File: src/rtl/fifo_burst_reader_pkg.sv
// Shared types and constants for the FIFO burst reader: controller states,
// skid buffer depth and the issue-room helper.
package fifo_burst_reader_pkg;

   typedef enum logic [1:0] {
      IDLE = 2'd0,
      READ = 2'd1,
      DONE = 2'd2
   } state_t;

   localparam int SKID_DEPTH = 2;
   localparam int OCC_W      = $clog2(SKID_DEPTH + 1);

   // True when a word issued now still fits once the in-flight word lands.
   function automatic logic has_room(input logic [OCC_W-1:0] occupancy,
                                     input logic             inflight,
                                     input logic             pop);
      return (int'(occupancy) + int'(inflight) - int'(pop)) < SKID_DEPTH;
   endfunction

endpackage

File: src/rtl/fifo_burst_reader_if.sv
// Valid/ready output stream carrying signed words and a last-word marker.
interface fifo_burst_reader_if #(
   parameter int WIDTH = 16
);
   logic                    out_valid;
   logic                    out_ready;
   logic signed [WIDTH-1:0] out_data;
   logic                    out_last;

   modport master (
      output out_valid,
      output out_data,
      output out_last,
      input  out_ready
   );

   modport slave (
      input  out_valid,
      input  out_data,
      input  out_last,
      output out_ready
   );
endinterface

File: src/rtl/fifo_burst_reader_skid.sv
// Two-entry skid buffer: entry 0 is the head, pops shift the queue forward and
// a push lands in the first free slot after any same-cycle pop.
module fifo_burst_reader_skid
   import fifo_burst_reader_pkg::*;
#(
   parameter int WIDTH = 16
) (
   input  logic             rd_clk,
   input  logic             rd_rst_n,
   input  logic             push,
   input  logic [WIDTH-1:0] push_data,
   input  logic             pop,
   output logic [OCC_W-1:0] occupancy,
   output logic [WIDTH-1:0] head
);

   logic [SKID_DEPTH-1:0][WIDTH-1:0] data_reg;
   logic [SKID_DEPTH-1:0][WIDTH-1:0] data_next;
   logic [OCC_W-1:0]                 count_reg;
   logic [OCC_W-1:0]                 count_next;
   logic [OCC_W-1:0]                 count_kept;
   logic                             do_pop;
   logic                             do_push;

   // Pop is resolved first so a push into a full buffer that is also popping succeeds.
   always_comb begin
      do_pop     = pop && (count_reg != '0);
      count_kept = count_reg - OCC_W'(do_pop);
      do_push    = push && (count_kept < OCC_W'(SKID_DEPTH));
      count_next = count_kept + OCC_W'(do_push);
   end

   genvar gi;
   generate
      for (gi = 0; gi < SKID_DEPTH; gi++) begin : g_entry
         logic [WIDTH-1:0] shifted;
         if (gi < SKID_DEPTH - 1) begin : g_shift
            assign shifted = do_pop ? data_reg[gi + 1] : data_reg[gi];
         end else begin : g_tail
            assign shifted = data_reg[gi];
         end
         assign data_next[gi] = (do_push && (count_kept == OCC_W'(gi))) ? push_data : shifted;
      end
   endgenerate

   always_ff @(posedge rd_clk) begin
      if (!rd_rst_n) begin
         data_reg  <= '0;
         count_reg <= '0;
      end else begin
         data_reg  <= data_next;
         count_reg <= count_next;
      end
   end

   assign occupancy = count_reg;
   assign head      = data_reg[0];

endmodule

File: src/rtl/fifo_burst_reader.sv
// Burst read controller draining a programmed number of FIFO words into a
// valid/ready stream. Optional stall counter under FIFO_BURST_READER_STATS_EN.
module fifo_burst_reader
   import fifo_burst_reader_pkg::*;
#(
   parameter int WIDTH = 16,
   parameter int LEN_W = 9
) (
   input  logic                    rd_clk,
   input  logic                    rd_rst_n,
   input  logic                    rd_start,
   input  logic [LEN_W-1:0]        rd_len,
   output logic                    rd_busy,
   output logic                    rd_done,
   output logic                    fifo_re,
   input  logic                    fifo_empty,
   input  logic signed [WIDTH-1:0] fifo_out,
   fifo_burst_reader_if.master     stream
`ifdef FIFO_BURST_READER_STATS_EN
   ,
   output logic [15:0]             rd_stall_cnt
`endif
);

   state_t           state_reg;
   state_t           state_next;
   logic [LEN_W-1:0] len_reg;
   logic [LEN_W-1:0] len_next;
   logic [LEN_W-1:0] issued_reg;
   logic [LEN_W-1:0] issued_next;
   logic [LEN_W-1:0] delivered_reg;
   logic [LEN_W-1:0] delivered_next;
   logic             inflight_reg;
   logic [OCC_W-1:0] occupancy;
   logic [WIDTH-1:0] head;
   logic             pop;
   logic             last_word;
   logic             want_more;

   // The word read last cycle arrives on fifo_out now and enters the skid tail.
   fifo_burst_reader_skid #(
      .WIDTH (WIDTH)
   ) u_skid (
      .rd_clk    (rd_clk),
      .rd_rst_n  (rd_rst_n),
      .push      (inflight_reg),
      .push_data (fifo_out),
      .pop       (pop),
      .occupancy (occupancy),
      .head      (head)
   );

   assign stream.out_valid = (occupancy != '0);
   assign stream.out_data  = head;
   assign pop              = stream.out_valid && stream.out_ready;
   assign last_word        = (delivered_reg == len_reg - 1'b1);
   assign stream.out_last  = stream.out_valid && last_word;
   assign want_more        = (issued_reg < len_reg);

   assign fifo_re = (state_reg == READ) && !fifo_empty && want_more
                    && has_room(occupancy, inflight_reg, pop);

   assign rd_busy = (state_reg != IDLE);
   assign rd_done = (state_reg == DONE);

   always_comb begin
      state_next     = state_reg;
      len_next       = len_reg;
      issued_next    = issued_reg;
      delivered_next = delivered_reg;
      if (fifo_re) begin
         issued_next = issued_reg + 1'b1;
      end
      if (pop) begin
         delivered_next = delivered_reg + 1'b1;
      end
      case (state_reg)
         IDLE: begin
            if (rd_start) begin
               len_next       = rd_len;
               issued_next    = '0;
               delivered_next = '0;
               state_next     = (rd_len == '0) ? DONE : READ;
            end
         end
         READ: begin
            if (pop && last_word) begin
               state_next = DONE;
            end
         end
         DONE: begin
            state_next = IDLE;
         end
         default: begin
            state_next = IDLE;
         end
      endcase
   end

   always_ff @(posedge rd_clk) begin
      if (!rd_rst_n) begin
         state_reg     <= IDLE;
         len_reg       <= '0;
         issued_reg    <= '0;
         delivered_reg <= '0;
         inflight_reg  <= 1'b0;
      end else begin
         state_reg     <= state_next;
         len_reg       <= len_next;
         issued_reg    <= issued_next;
         delivered_reg <= delivered_next;
         inflight_reg  <= fifo_re;
      end
   end

`ifdef FIFO_BURST_READER_STATS_EN
   logic [15:0] stall_cnt_reg;
   logic [15:0] stall_cnt_next;

   // Counts cycles the burst wants data but the FIFO has none; saturates.
   always_comb begin
      stall_cnt_next = stall_cnt_reg;
      if ((state_reg == IDLE) && rd_start) begin
         stall_cnt_next = '0;
      end else if ((state_reg == READ) && fifo_empty && want_more
                   && (stall_cnt_reg != 16'hFFFF)) begin
         stall_cnt_next = stall_cnt_reg + 1'b1;
      end
   end

   always_ff @(posedge rd_clk) begin
      if (!rd_rst_n) begin
         stall_cnt_reg <= '0;
      end else begin
         stall_cnt_reg <= stall_cnt_next;
      end
   end

   assign rd_stall_cnt = stall_cnt_reg;
`endif

endmodule

File: src/flat_wrapper.sv
// flat-port wrapper written by rule: the top's interface ports become plain ports
module fifo_burst_reader_flat import fifo_burst_reader_pkg::*;
#(
   parameter int WIDTH = 16,
   parameter int LEN_W = 9
)
  (rd_clk, rd_rst_n, rd_start, rd_len, rd_busy, rd_done, fifo_re, fifo_empty, fifo_out, stream_out_valid, stream_out_data, stream_out_last, stream_out_ready);
  fifo_burst_reader_if #(.WIDTH(WIDTH)) stream_i ();
  input  logic rd_clk;
  input  logic rd_rst_n;
  input  logic rd_start;
  input  logic [LEN_W-1:0] rd_len;
  output logic rd_busy;
  output logic rd_done;
  output logic fifo_re;
  input  logic fifo_empty;
  input  logic signed [WIDTH-1:0] fifo_out;
  output wire logic [$bits(stream_i.out_valid)-1:0] stream_out_valid;
  output wire logic [$bits(stream_i.out_data)-1:0] stream_out_data;
  output wire logic [$bits(stream_i.out_last)-1:0] stream_out_last;
  input wire logic [$bits(stream_i.out_ready)-1:0] stream_out_ready;
  assign stream_out_valid = stream_i.out_valid;
  assign stream_out_data = stream_i.out_data;
  assign stream_out_last = stream_i.out_last;
  assign stream_i.out_ready = stream_out_ready;
  fifo_burst_reader #(.WIDTH(WIDTH), .LEN_W(LEN_W)) u_core (.rd_clk(rd_clk), .rd_rst_n(rd_rst_n), .rd_start(rd_start), .rd_len(rd_len), .rd_busy(rd_busy), .rd_done(rd_done), .fifo_re(fifo_re), .fifo_empty(fifo_empty), .fifo_out(fifo_out), .stream(stream_i));
endmodule
File: config.mk
export PLATFORM = sky130hd
export DESIGN_NAME = fifo_burst_reader_flat
export DESIGN_NICKNAME = d
export VERILOG_FILES = /design/src/rtl/fifo_burst_reader_pkg.sv /design/src/rtl/fifo_burst_reader_if.sv /design/src/rtl/fifo_burst_reader_skid.sv /design/src/rtl/fifo_burst_reader.sv /design/src/flat_wrapper.sv
export SDC_FILE = /design/constraint.sdc
export NUM_CORES = 1
export LEC_CHECK = 0
export ABC_AREA = 0
export BUFFER_PORTS_ARGS = -buffer_cell sky130_fd_sc_hd__buf_2
export CAP_MARGIN = 20
export CORE_MARGIN = 3
export CORE_UTILIZATION = 55
export CTS_CLUSTER_SIZE = 14
export DETAILED_ROUTE_END_ITERATION = 7
export PLACE_DENSITY = 0.79
export SKIP_LAST_GASP = 1
export SLEW_MARGIN = 10
export SYNTH_ARGS = -nofsm -noshare
export SYNTH_HDL_FRONTEND = slang
export SYNTH_SLANG_ARGS = --single-unit
export TNS_END_PERCENT = 30
File: constraint.sdc
create_clock -name rd_clk -period 3.7 [get_ports rd_clk]
set_input_delay 0.555 -clock rd_clk [delete_from_list [all_inputs] [get_ports rd_clk]]
set_output_delay 0.555 -clock rd_clk [all_outputs]
set_load 0.01 [all_outputs]
# == After elaboration in Yosys (flattened, before gate mapping) ==
# Index checks and enable logic that the tools add are counted.
# totals
regBits,64
input_bits,30
out_inout_bits,21
elab_cells,55
# classes
addsub,7
order_cmp,3
eq_ne,6
muxes,12
reduce_logical,19
# ops
operator,n
2-to-1 mux 9 bit,6
"less-than comparator 32 x 3 -> 1 bit, second input constant",1
2-to-1 mux 16 bit,2
subtractor 32 x 2 -> 32 bit,1
"adder 9 x 1 -> 9 bit, second input constant",2
logical AND 1 bit,10
== test 9 bit,1
logical NOT 9 bit,1
less-than comparator 9 bit,1
"subtractor 9 x 1 -> 9 bit, second input constant",1
2-to-1 mux 2 bit,3
nonzero test 2 bit,3
"== test 2 x 1 -> 1 bit, second input constant",2
logical NOT 2 bit,2
"inequality test 2 bit, second input constant",2
case mux 2 bit (2 select lines),1
AND reduction 2 bit,2
adder 2 x 1 -> 3 bit,1
adder 2 x 1 -> 2 bit,1
"== test 2 bit, second input constant",1
"less-than comparator 2 bit, second input constant",1
subtractor 2 x 1 -> 2 bit,1
logical NOT 1 bit,1

# == Longest topological paths before layout ==
# Gate-level depths: netlist of the first run.
# logic_depth
ltp_word,8
depth_mapped,12
mapped_depth_nobuf,11

# == Hierarchy ==
# From an unflattened synthesis of the first run, not the netlist that was laid out.
# unflattened
hier_cells,410
area_unflattened_um2,3417.0
# modules_own_cells
module,instances,cells_per_inst,area_per_inst_um2,seq_area_each_um2
fifo_burst_reader,1,235,1930.6,600.6
fifo_burst_reader_skid,1,175,1486.4,680.7

# == Worst setup path after synthesis of the first run ==
# No wires, ideal clock.
# synth_path
path_type,input -> output
start,input stream_out_ready
end,output fifo_re
t_arrival_ns,2.508
required_ns,3.145
setup_slack_ns,0.637
path_stages,11
n_path_buf,3
cell_sequence,o21ai_0 clkbuf_1 clkbuf_1 nor2_1 ha_1 ha_1 nor2b_1 a21oi_1 nand4b_4 buf_2 nor2_1
# synth_via
elab_chain_len,4
# synth_rtl
element,line,source
from (decl),flat_wrapper.sv:21,input wire logic [$bits(stream_i.out_ready)-1:0] stream_out_ready;
logical AND 1 bit,fifo_burst_reader.sv:55,assign pop = stream.out_valid && stream.out_ready;
subtractor 32 x 2 -> 32 bit,fifo_burst_reader_pkg.sv:18,return (int'(occupancy) + int'(inflight) - int'(pop)) < SKID_DEPTH;
less-than comparator 32 x 3 -> 1 bit,fifo_burst_reader_pkg.sv:18,
logical AND 1 bit,fifo_burst_reader.sv:61,"&& has_room(occupancy, inflight_reg, pop);"
to (decl),flat_wrapper.sv:15,output logic fifo_re;
# Every way passes these cells.

# == Worst setup path after layout of the first run ==
# layout_path
start,"register u_core.u_skid.count_reg[0], in the netlist u_core.u_skid.occupancy[0]"
end,output fifo_re
# layout_via
elab_chain_len,5
elab_cells_between_ends,6
classes_between,2 x add/sub; 1 x order compare; 3 x reduce/logical
# layout_rtl
element,line,source
from (decl),fifo_burst_reader_skid.sv:19,logic [OCC_W-1:0] count_reg;
from (signal assigned),fifo_burst_reader_skid.sv:52,count_reg <= count_next;
branches (longest 2 deep; another with adder 2 x 1 -> 3 bit),--,
subtractor 32 x 2 -> 32 bit (*),fifo_burst_reader_pkg.sv:18,
less-than comparator 32 x 3 -> 1 bit (*),fifo_burst_reader_pkg.sv:18,
logical AND 1 bit (*),fifo_burst_reader.sv:61,
# Mark *: on every way between the ends.

==> flow_summary.toml, run 1 <==
[status]
run_status = "completed"

[clock_tree]
clock_latency_ns = 0.33
cts_resized = 0
cts_setup_buffers = 0
clkTransAtPathRegs_ns = 0.07
root_buffer = "clkbuf_8"
clock-sinks = 64
cts_buffers = 9
cts_tree = "yes"
clockBufferDepth = 2
htreeDepth = 3
hold_buffers = 0

[route]
drt_iter0_drc = 137
postRouteAntennaNets = 0
via_per_inst = 5.49
dr.pass1.iters = 4
vias = 2922
drt_wl_total_um = 7490
wl_per_cell_um = 14.1
drc = 0

[sta]
setup_viol = 0
fin_setup_tns_ns = 0
finalHoldViolations = 0
post-route-period-util = 0.838
fin_skew_ns = 0.00704
post-route-min-period_ns = 3.10
slew_headroom = 0.364
clock.fmax_mhz = 322
report.final.slew_viol_count = 0
holdWs_ns = 0.463
worst_pin_slew_ns = 0.952
rsz0062_at_grt = "false"

[setup_path]
reg2reg_slack_ns = 1.07
critPathRequiredTime_ns = 3.14
cp-start-kind = "flop"
path_class = "flop to output pin"
cp.arrival_ns = 2.55
worstSetupEndpointType = "output pin"
r2r_cells = 11
path_max_fanout = 17

[synth]
synth_seq_cells = 64
yosysSeqAreaShare = 0.384
synth_xor_xnor_area_share = 0.0499
synth_top_flop_cell = "dfxtp_1"
netlist_area_mm2 = 0.00333
synth-simple-area-share = 0.257
muxShareOfSynthArea = 0.00300
async_reset_ff_frac = 0
synth_edf_count = 0
synth-compound-area-share = 0.182
yosysTopAreaCellShare = 0.384
synthTopCellsByArea = "dfxtp_1, nand2_1, ha_1"
synth_top_family_by_area = "simple AND/OR/NAND/NOR gates"
synth_top_cell_by_area = "dfxtp_1"
ys_types = 41
synthCells = 407
avgSynthCellArea_um2 = 8.19
synth_nets = 457
synth_fa_ha_area_frac = 0.0773
ys_warn_count = 0

[final_layout]
syn_to_final_growth_pct = 16.2
final_cell_mix = "nand2_1, dfxtp_1, buf_2"
final_common_cell = "nand2_1"
layout.nets = 505
diodes = 0
drive_gt1_frac = 0.170

[min_path]
hold_class = "flop to flop"
hold_depth = 2

[global_routing]
grt_pass1_wl_um = 12500
grt_pass1_vias = 2710
overflow = 0
antenna_found_initial = 0
grt_usage = 0.217
grt_max_degree = 50

[placement]
portBuffers = 50
hpwl_um = 5170
place.gp.congestion = 0.827

[pwr]
p_leak_uw = 0.00178
peakVddDrop_uv = 321
p_per_area_mw_per_mm2 = 492

[die]
die_w_um = 83.9
die-area_mm2 = 0.00703
die_h_um = 83.9
core_mm2 = 0.00568
rows = 27
initial_core_util = 0.588
io-pin-count = 51

[run]
maxCapViolations = 0
-- final timing paths --
path / startpoint / end
setup / recovery: u_core.u_skid.occupancy[0] / fifo_re
hold / removal: u_core.u_skid.g_entry[1].shifted[1] / u_core.u_skid.g_entry[1].shifted[1]
setup reg to reg: u_core.u_skid.occupancy[1] / u_core.u_skid.head[15]
hold reg to reg: u_core.u_skid.g_entry[1].shifted[1] / u_core.u_skid.g_entry[1].shifted[1]
-- final cells by class --
type / instances / area, um^2
multi-input cells: 304 / 1900
fillers: 482 / 1800
flip-flops and latches: 64 / 1280
repair buffers: 57 / 303
clock buffers: 11 / 151
well taps: 72 / 90.1
clock inverters: 5 / 78.8
inverters: 19 / 71.3
-- critical path, cell delays in order (launching register included) --
cell      delay (ns)
dfxtp_1         0.37
ha_1            0.18
inv_1           0.08
ha_1            0.28
inv_1           0.04
ha_1            0.17
ha_1            0.17
nor2b_1         0.10
a21oi_1         0.05
nand4b_4        0.29
nor2_1          0.29
buf_2           0.18
-- where the power goes --
part / internal, uW / switching [uW] / total (uW)
sequential: 732 / 36.6 / 769
clock: 415 / 268 / 683
combinational: 188 / 266 / 454
total: 1340 / 571 / 1910
-- stage by stage --
stage	instance area, um^2	setup WS [ns]	total power (uW)	std cells	utilization
final	3870	0.598	1910	532	0.683
after CTS	3870	0.578	1920	532	0.683
after floorplan	3330	0.637	1100	407	-
after global placement	3640	0.903	1220	516	0.642
after detailed placement	3640	0.823	1240	516	0.642
after global routing	3870	0.346	2010	532	0.683
-- synthesized netlist by cell type (2+ instances only) --
master / number
a21boi_0: 25
a21o_1: 2
a21oi_1: 12
and2_1: 5
and3_1: 4
and4_1: 3
clkbuf_1: 17
dfxtp_1: 64
ha_1: 19
inv_1: 19
nand2_1: 101
nand3_1: 23
nand4_1: 8
nor2_1: 15
nor2b_1: 3
nor3_1: 3
nor4_1: 3
o211a_1: 16
o21a_1: 2
o21ai_0: 10
o31a_1: 2
o31ai_1: 7
or3_1: 3
or4_1: 7
xnor2_1: 10
xor2_1: 9
-- logic make-up after synthesis --
family,count (synthesis)
and+or+nand+nor,183
adders and majority gates,20
muxes,1
xor gates and xnor gates,19
buffers and inverters,39
AOI/OAI and AO/OA,81
DFF,64
-- layer usage --
layer	part of all wire	track usage	vias to the layer above
li1	-	-	1498
met1	0.46	0.267	1347
met2	0.49	0.372	69
met3	0.040	0.0444	8
met4	0.012	0.0804	0
met5	0	0	-
No activity file was read; power rests on OpenSTA's default activity.
==> run 2: changes to the inputs <==
ABC_AREA = 1   (was 0)
PLACE_DENSITY = 0.78   (was 0.79)
clock period = 2.9 ns   (was 3.7 ns; I/O delays follow)
==> run 2 against run 1 <==
Effect of this change: die area grew 4.9%; largest power group unchanged; via count grew 15%; largest cell class unchanged; flip-flop and latch count is the same; first-iteration DRC count grew 28%; non-clock buffer count grew 1; critical path type unchanged.
==> flow_summary.toml, run 2 <==
[route]
drc = 0
dr.pass1.iters = 5
postRouteAntennaNets = 0
via_per_inst = 5.41
vias = 3348
drt_wl_total_um = 8070
wl_per_cell_um = 13.0
drt_iter0_drc = 176

[placement]
pre_cts_ws_ns = 0.485
hpwl_um = 5730
place.gp.congestion = 0.890
portBuffers = 50

[die]
io-pin-count = 51
die-area_mm2 = 0.00738
die_h_um = 85.9
rows = 28
die_w_um = 85.9
core_mm2 = 0.00606
initial_core_util = 0.579

[setup_path]
crit_end = "fifo_re"
path_max_fanout = 23
reg2reg_slack_ns = 0.64
cp-start-kind = "flop"
cp_slowest_cell = "dfxtp_1"
path_buf_inv = 2
path_class = "flop to output pin"
critPathRequiredTime_ns = 2.47
worstReg2RegEnd = "u_core.u_skid.g_entry[1].shifted[11]"
cpPeakStageDelay_ns = 0.34
worstSetupEndpointType = "output pin"
r2r_cells = 11
cp_top_family = "simple AND/OR/NAND/NOR gates"
crit_start = "u_core.u_skid.occupancy[1]"
cp.arrival_ns = 2.18
path_depth = 10
r2r-start = "u_core.u_skid.occupancy[1]"
cp_cell_sequence = "inv_2 > nand2_4 > nand2_4 > nor2_1 > ha_1 > ha_1 > nor2_1 > a21oi_1 > nor2_4 > buf_2"

[clock_tree]
cts_resized = 0
hold_buffers = 0
root_buffer = "clkbuf_8"
htreeDepth = 3
cts_setup_buffers = 0
cts_buffers = 9
clockBufferDepth = 2
clock_latency_ns = 0.35
clock-sinks = 64
cts_tree = "yes"
clkTransAtPathRegs_ns = 0.08

[synth]
synth_commonest_cells = "nand2_1, dfxtp_1, nor2_1, inv_1, a21oi_1"
yosysSeqAreaShare = 0.365
ys_warn_count = 0
synth_top_flop_cell = "dfxtp_1"
synth_top_family_by_area = "simple AND/OR/NAND/NOR gates"
netlist_area_mm2 = 0.00351
ys_types = 33
synth_seq_cells = 64
async_reset_ff_frac = 0
synth_fa_ha_area_frac = 0.0734
synth_xor_xnor_area_share = 0.0125
synth-compound-area-share = 0.159
synth-simple-area-share = 0.306
synth_nets = 537
yosysTopAreaCellShare = 0.365
synth_top_cell_by_area = "dfxtp_1"
synthTopCellsByArea = "dfxtp_1, nand2_1, ha_1"
avgSynthCellArea_um2 = 7.21
synth_edf_count = 0
yosysMostFrequentCell = "nand2_1"
synthCells = 487
muxShareOfSynthArea = 0

[global_routing]
grt_pass1_vias = 3165
overflow = 0
grt_max_degree = 35
antenna_found_initial = 0
grt_usage = 0.234
grt_pass1_wl_um = 13900

[sta]
slew_headroom = 0.718
fin_skew_ns = 0.0131
rsz0062_at_grt = "false"
final.setup.worst_slack_ns = 0.289
post-route-min-period_ns = 2.61
clock.fmax_mhz = 383
setup_viol = 0
holdWs_ns = 0.365
report.final.slew_viol_count = 0
worst_pin_slew_ns = 0.423
fin_setup_tns_ns = 0
post-route-period-util = 0.900
finalHoldViolations = 0

[min_path]
hold_class = "input port to flop"

[final_layout]
multi_input_area_mm2 = 0.00193
final_common_cell = "nand2_1"
diodes = 0
final_cell_mix = "nand2_1, dfxtp_1, nor2_1"
drive_gt1_frac = 0.193
syn_to_final_growth_pct = 14.1
layout.nets = 589
fill_cells = 537
post-route-util = 0.661
seq_area_mm2 = 0.00128

[pwr]
p_leak_uw = 0.00174
peakVddDrop_uv = 372
p_per_area_mw_per_mm2 = 619

[run]
maxCapViolations = 0

[status]
run_status = "completed"
==> run 2: cell types whose count changed in the layout (fill, tap and decap cells not counted), moves of 15 or more <==
| cell | change |
|---|---|
| a21boi_0 | -25 |
| a21oi_1 | +30 |
| inv_1 | +28 |
| nand2_1 | +20 |
| nand3_1 | +15 |
| nor2_1 | +44 |
| o211a_1 | -16 |
==> run 2: how the worst min path moves through the flow <==
stage / start / endpoint / cells after the start
finish: fifo_out[2] / u_core.u_skid.g_entry[1].shifted[2] / 3
global route: fifo_out[10] / u_core.u_skid.g_entry[1].shifted[10] / 3
CTS: fifo_out[8] / u_core.u_skid.g_entry[1].shifted[8] / 3
detailed placement: u_core.u_skid.g_entry[1].shifted[1] / u_core.u_skid.g_entry[1].shifted[1] / 2
global placement: u_core.u_skid.g_entry[1].shifted[1] / u_core.u_skid.g_entry[1].shifted[1] / 2
floorplan: u_core.u_skid.g_entry[1].shifted[6] / u_core.u_skid.g_entry[1].shifted[6] / 2
==> run 2: area by class of cell <==
cell class	count	area share
clock buffers	10	0.0319
clock inverters	6	0.0116
inverters	54	0.0506
multi-input cells	352	0.482
flip-flops and latches	64	0.320
well taps	75	0.0234
repair buffers	58	0.0806
==> run 2: power breakdown <==
part / switching, uW / internal (uW) / leakage [uW]
logic: 539 / 262 / 0.00114
registers: 51.8 / 948 / 0.000519
clock network: 367 / 312 / 0.0000824
==> run 2: per-layer routing <==
layer / vias to the layer above / track usage / wire length [um]
li1: 1701 / - / -
met1: 1523 / 0.279 / 3570
met2: 109 / 0.398 / 3830
met3: 15 / 0.0720 / 540
met4: 0 / 0.0806 / 127
met5: - / 0 / 0
==> run 2: worst min-delay path, delay by kind of cell <==
kind | cells | cell delay, ns
compound gates | 1 | 0.06
simple gates | 1 | 0.07
buf+inv | 1 | 0.11
==> run 2: stage by stage <==
step	instances	instance area (um^2)	total power, uW
final	619	4010	2480
after global placement	600	3810	1790
after CTS	616	3980	2490
after global routing	619	4010	2650
after detailed placement	600	3810	1810
after floorplan	487	3510	1600
==> run 2: cell families after synthesis <==
kind of cell / Yosys count
adder cells (fa/ha/maj): 20
AND/OR/NAND/NOR: 247
flip-flops: 64
AO/OA/AOI/OAI: 80
buffers and inverters: 71
XOR/XNOR: 5
==> run 3: changes to the inputs <==
SYNTH_HIERARCHICAL = 1   (was default)
==> run 3 against run 2 <==
Effect of this change: clock skew down 0.0072 ns; global-route usage increased by 0.31 points; largest power group unchanged; setup slack got worse by 0.060 ns; highest routed layer unchanged; clock power rose by 30%; critical path type unchanged; die area up 5.9%; first-iteration DRC count grew 14%.
==> flow_summary.toml, run 3 <==
[global_routing]
grt_pass1_wl_um = 14400
overflow = 0
grt_pass1_vias = 3201
grt_usage = 0.237
grt_max_degree = 33
antenna_found_initial = 0

[synth]
synth_edf_count = 0
yosysSeqAreaShare = 0.343
synthTopCellsByArea = "dfxtp_1, nand2_1, inv_1"
yosysMostFrequentCell = "nand2_1"
synth_fa_ha_area_frac = 0.0489
ys_warn_count = 6
synth_top_family_by_area = "simple AND/OR/NAND/NOR gates"
avgSynthCellArea_um2 = 6.48
synth_nets = 620
synthCells = 576
synth-compound-area-share = 0.0945
synth-simple-area-share = 0.356
yosysTopAreaCellShare = 0.343
async_reset_ff_frac = 0
netlist_area_mm2 = 0.00373
synth_commonest_cells = "nand2_1, inv_1, dfxtp_1, nor2_1, nand3_1"
ys_types = 33
synth_top_cell_by_area = "dfxtp_1"
synth_top_flop_cell = "dfxtp_1"
synth_seq_cells = 64
synth_xor_xnor_area_share = 0.0141
muxShareOfSynthArea = 0

[pwr]
pwr-share-comb = 0.148
p_leak_uw = 0.00213
p_sw_uw = 583
p_int_uw = 1550
switching_share = 0.273
p_clk_frac = 0.414
p_per_area_mw_per_mm2 = 506
p_seq_frac = 0.438
peakVddDrop_uv = 416

[sta]
setup_viol = 0
post-route-min-period_ns = 2.67
clock.fmax_mhz = 374
rsz0062_at_grt = "false"
slew_headroom = 0.576
worst_pin_slew_ns = 0.635
fin_setup_tns_ns = 0
report.final.slew_viol_count = 0
post-route-period-util = 0.921
finalHoldViolations = 0
fin_skew_ns = 0.00598

[setup_path]
r2r_cells = 15
worstReg2RegEnd = "u_core/u_skid/g_entry[1].shifted[10]"
crit_start = "u_core/u_skid/occupancy[1]"
crit_end = "fifo_re"
path_class = "flop to output pin"
reg2reg_slack_ns = 0.38
crit_top_cell = "nand2_1"
cp-start-kind = "flop"
critPathRequiredTime_ns = 2.47
path_max_fanout = 12
r2r-start = "u_core/u_skid/occupancy[1]"
cp_slowest_cell = "dfxtp_2"
cp_cell_sequence = "nor2_2 > nor2_8 > nand2_1 > o21ai_0 > nand2_1 > fa_1 > xnor2_1 > nand2_1 > nor2_4 > buf_2"
worstSetupEndpointType = "output pin"
cpPeakStageDelay_ns = 0.42
cp.arrival_ns = 2.24

[die]
initial_core_util = 0.578
core_mm2 = 0.00646
die-area_mm2 = 0.00782
rows = 29
io-pin-count = 51
die_h_um = 88.4
die_w_um = 88.4

[placement]
hpwl_um = 6350
place_area_mm2 = 0.00398
portBuffers = 50
place.gp.congestion = 0.850

[route]
drc = 0
dr.pass1.iters = 5
via_per_inst = 5.11
vias = 3592
postRouteAntennaNets = 0
drt_iter0_drc = 201
drt_wl_total_um = 8760
wl_per_cell_um = 12.5

[clock_tree]
hold_buffers = 0
clockBufferDepth = 2
htreeDepth = 3
clock-sinks = 64
clock_latency_ns = 0.35
clkTransAtPathRegs_ns = 0.07
root_buffer = "clkbuf_8"
cts_buffers = 9
cts_tree = "yes"

[final_layout]
layout.nets = 665
final_area_mm2 = 0.00422
drive_gt1_frac = 0.160
final_cell_mix = "nand2_1, inv_1, dfxtp_1"
diodes = 0
final_common_cell = "nand2_1"
syn_to_final_growth_pct = 12.9

[run]
maxCapViolations = 0

[status]
run_status = "completed"

[min_path]
hold_class = "input port to flop"
==> run 3: logic make-up (layout without fill, tap and decap cells) <==
logic type | count (synthesis) | in the layout
simple gates | 298 | 298
buf+inv | 125 | 175
compound gates | 69 | 69
flops | 64 | 64
fa+ha+maj | 14 | 14
xor+xnor | 6 | 6
==> run 3: layout make-up <==
cell class	instances	area (um^2)
clock buffers	11	151
clock inverters	5	78.8
fillers	604	2240
inverters	103	387
multi-input cells	387	1920
flip-flops and latches	64	1280
well taps	77	96.3
repair buffers	56	295
==> run 3: power groups by stage <==
stage | clock [uW] | sequential (uW) | combinational, uW
3_3_place_gp | 0 | 952 | 303
6_report | 883 | 934 | 316
4_1_cts | 897 | 933 | 315
5_1_grt | 950 | 938 | 360
2_1_floorplan | 0 | 954 | 227
3_5_place_dp | 0 | 953 | 312
==> run 3: worst max-delay path, delay by kind of cell, from the launching register on <==
kind | cells | cell delay [ns]
AO/OA/AOI/OAI | 1 | 0.08
XOR/XNOR | 1 | 0.14
flip-flops | 1 | 0.42
buffers and inverters | 1 | 0.18
adder cells (fa/ha/maj) | 1 | 0.38
AND/OR/NAND/NOR | 6 | 0.69
==> run 3: what timing repair did <==
| action | CTS | global route |
|---|---|---|
| endpoints found under the setup margin | 1 | 1 |
| buffers inserted | 0 | 0 |
| resized for setup | 1 | 1 |
==> run 3: per-layer routing <==
metal | track usage | share of wire | up-vias
met2 | 0.370 | 0.45 | 94
met3 | 0.0577 | 0.053 | 9
met5 | 0 | 0 | -
met4 | 0.0810 | 0.012 | 0
li1 | - | - | 1886
met1 | 0.322 | 0.48 | 1603
==> run 3: stage by stage <==
stage               setup WS, ns  power [uW]  instances   util  hold WS, ns
floorplan                  0.497        1180        576      -        0.454
global placement           0.425        1260        687  0.616        0.472
detailed placement         0.329        1270        687  0.616        0.473
CTS                       0.0837        2150        703  0.652        0.377
global route              0.0943        2250        703  0.653        0.399
finish                     0.229        2130        703  0.653        0.390
==> run 3: worst min-delay path by stage <==
stage                                       start                 endpoint  depth (start not counted)
after detailed placement    u_core/u_skid/head[9]    u_core/u_skid/head[9]                          2
after global placement      u_core/u_skid/head[9]    u_core/u_skid/head[9]                          2
final                                   rd_len[3]        u_core/len_reg[3]                          3
after CTS                               rd_len[3]        u_core/len_reg[3]                          3
after floorplan           u_core/delivered_reg[7]  u_core/delivered_reg[7]                          1
after global routing                    rd_len[1]        u_core/len_reg[1]                          3
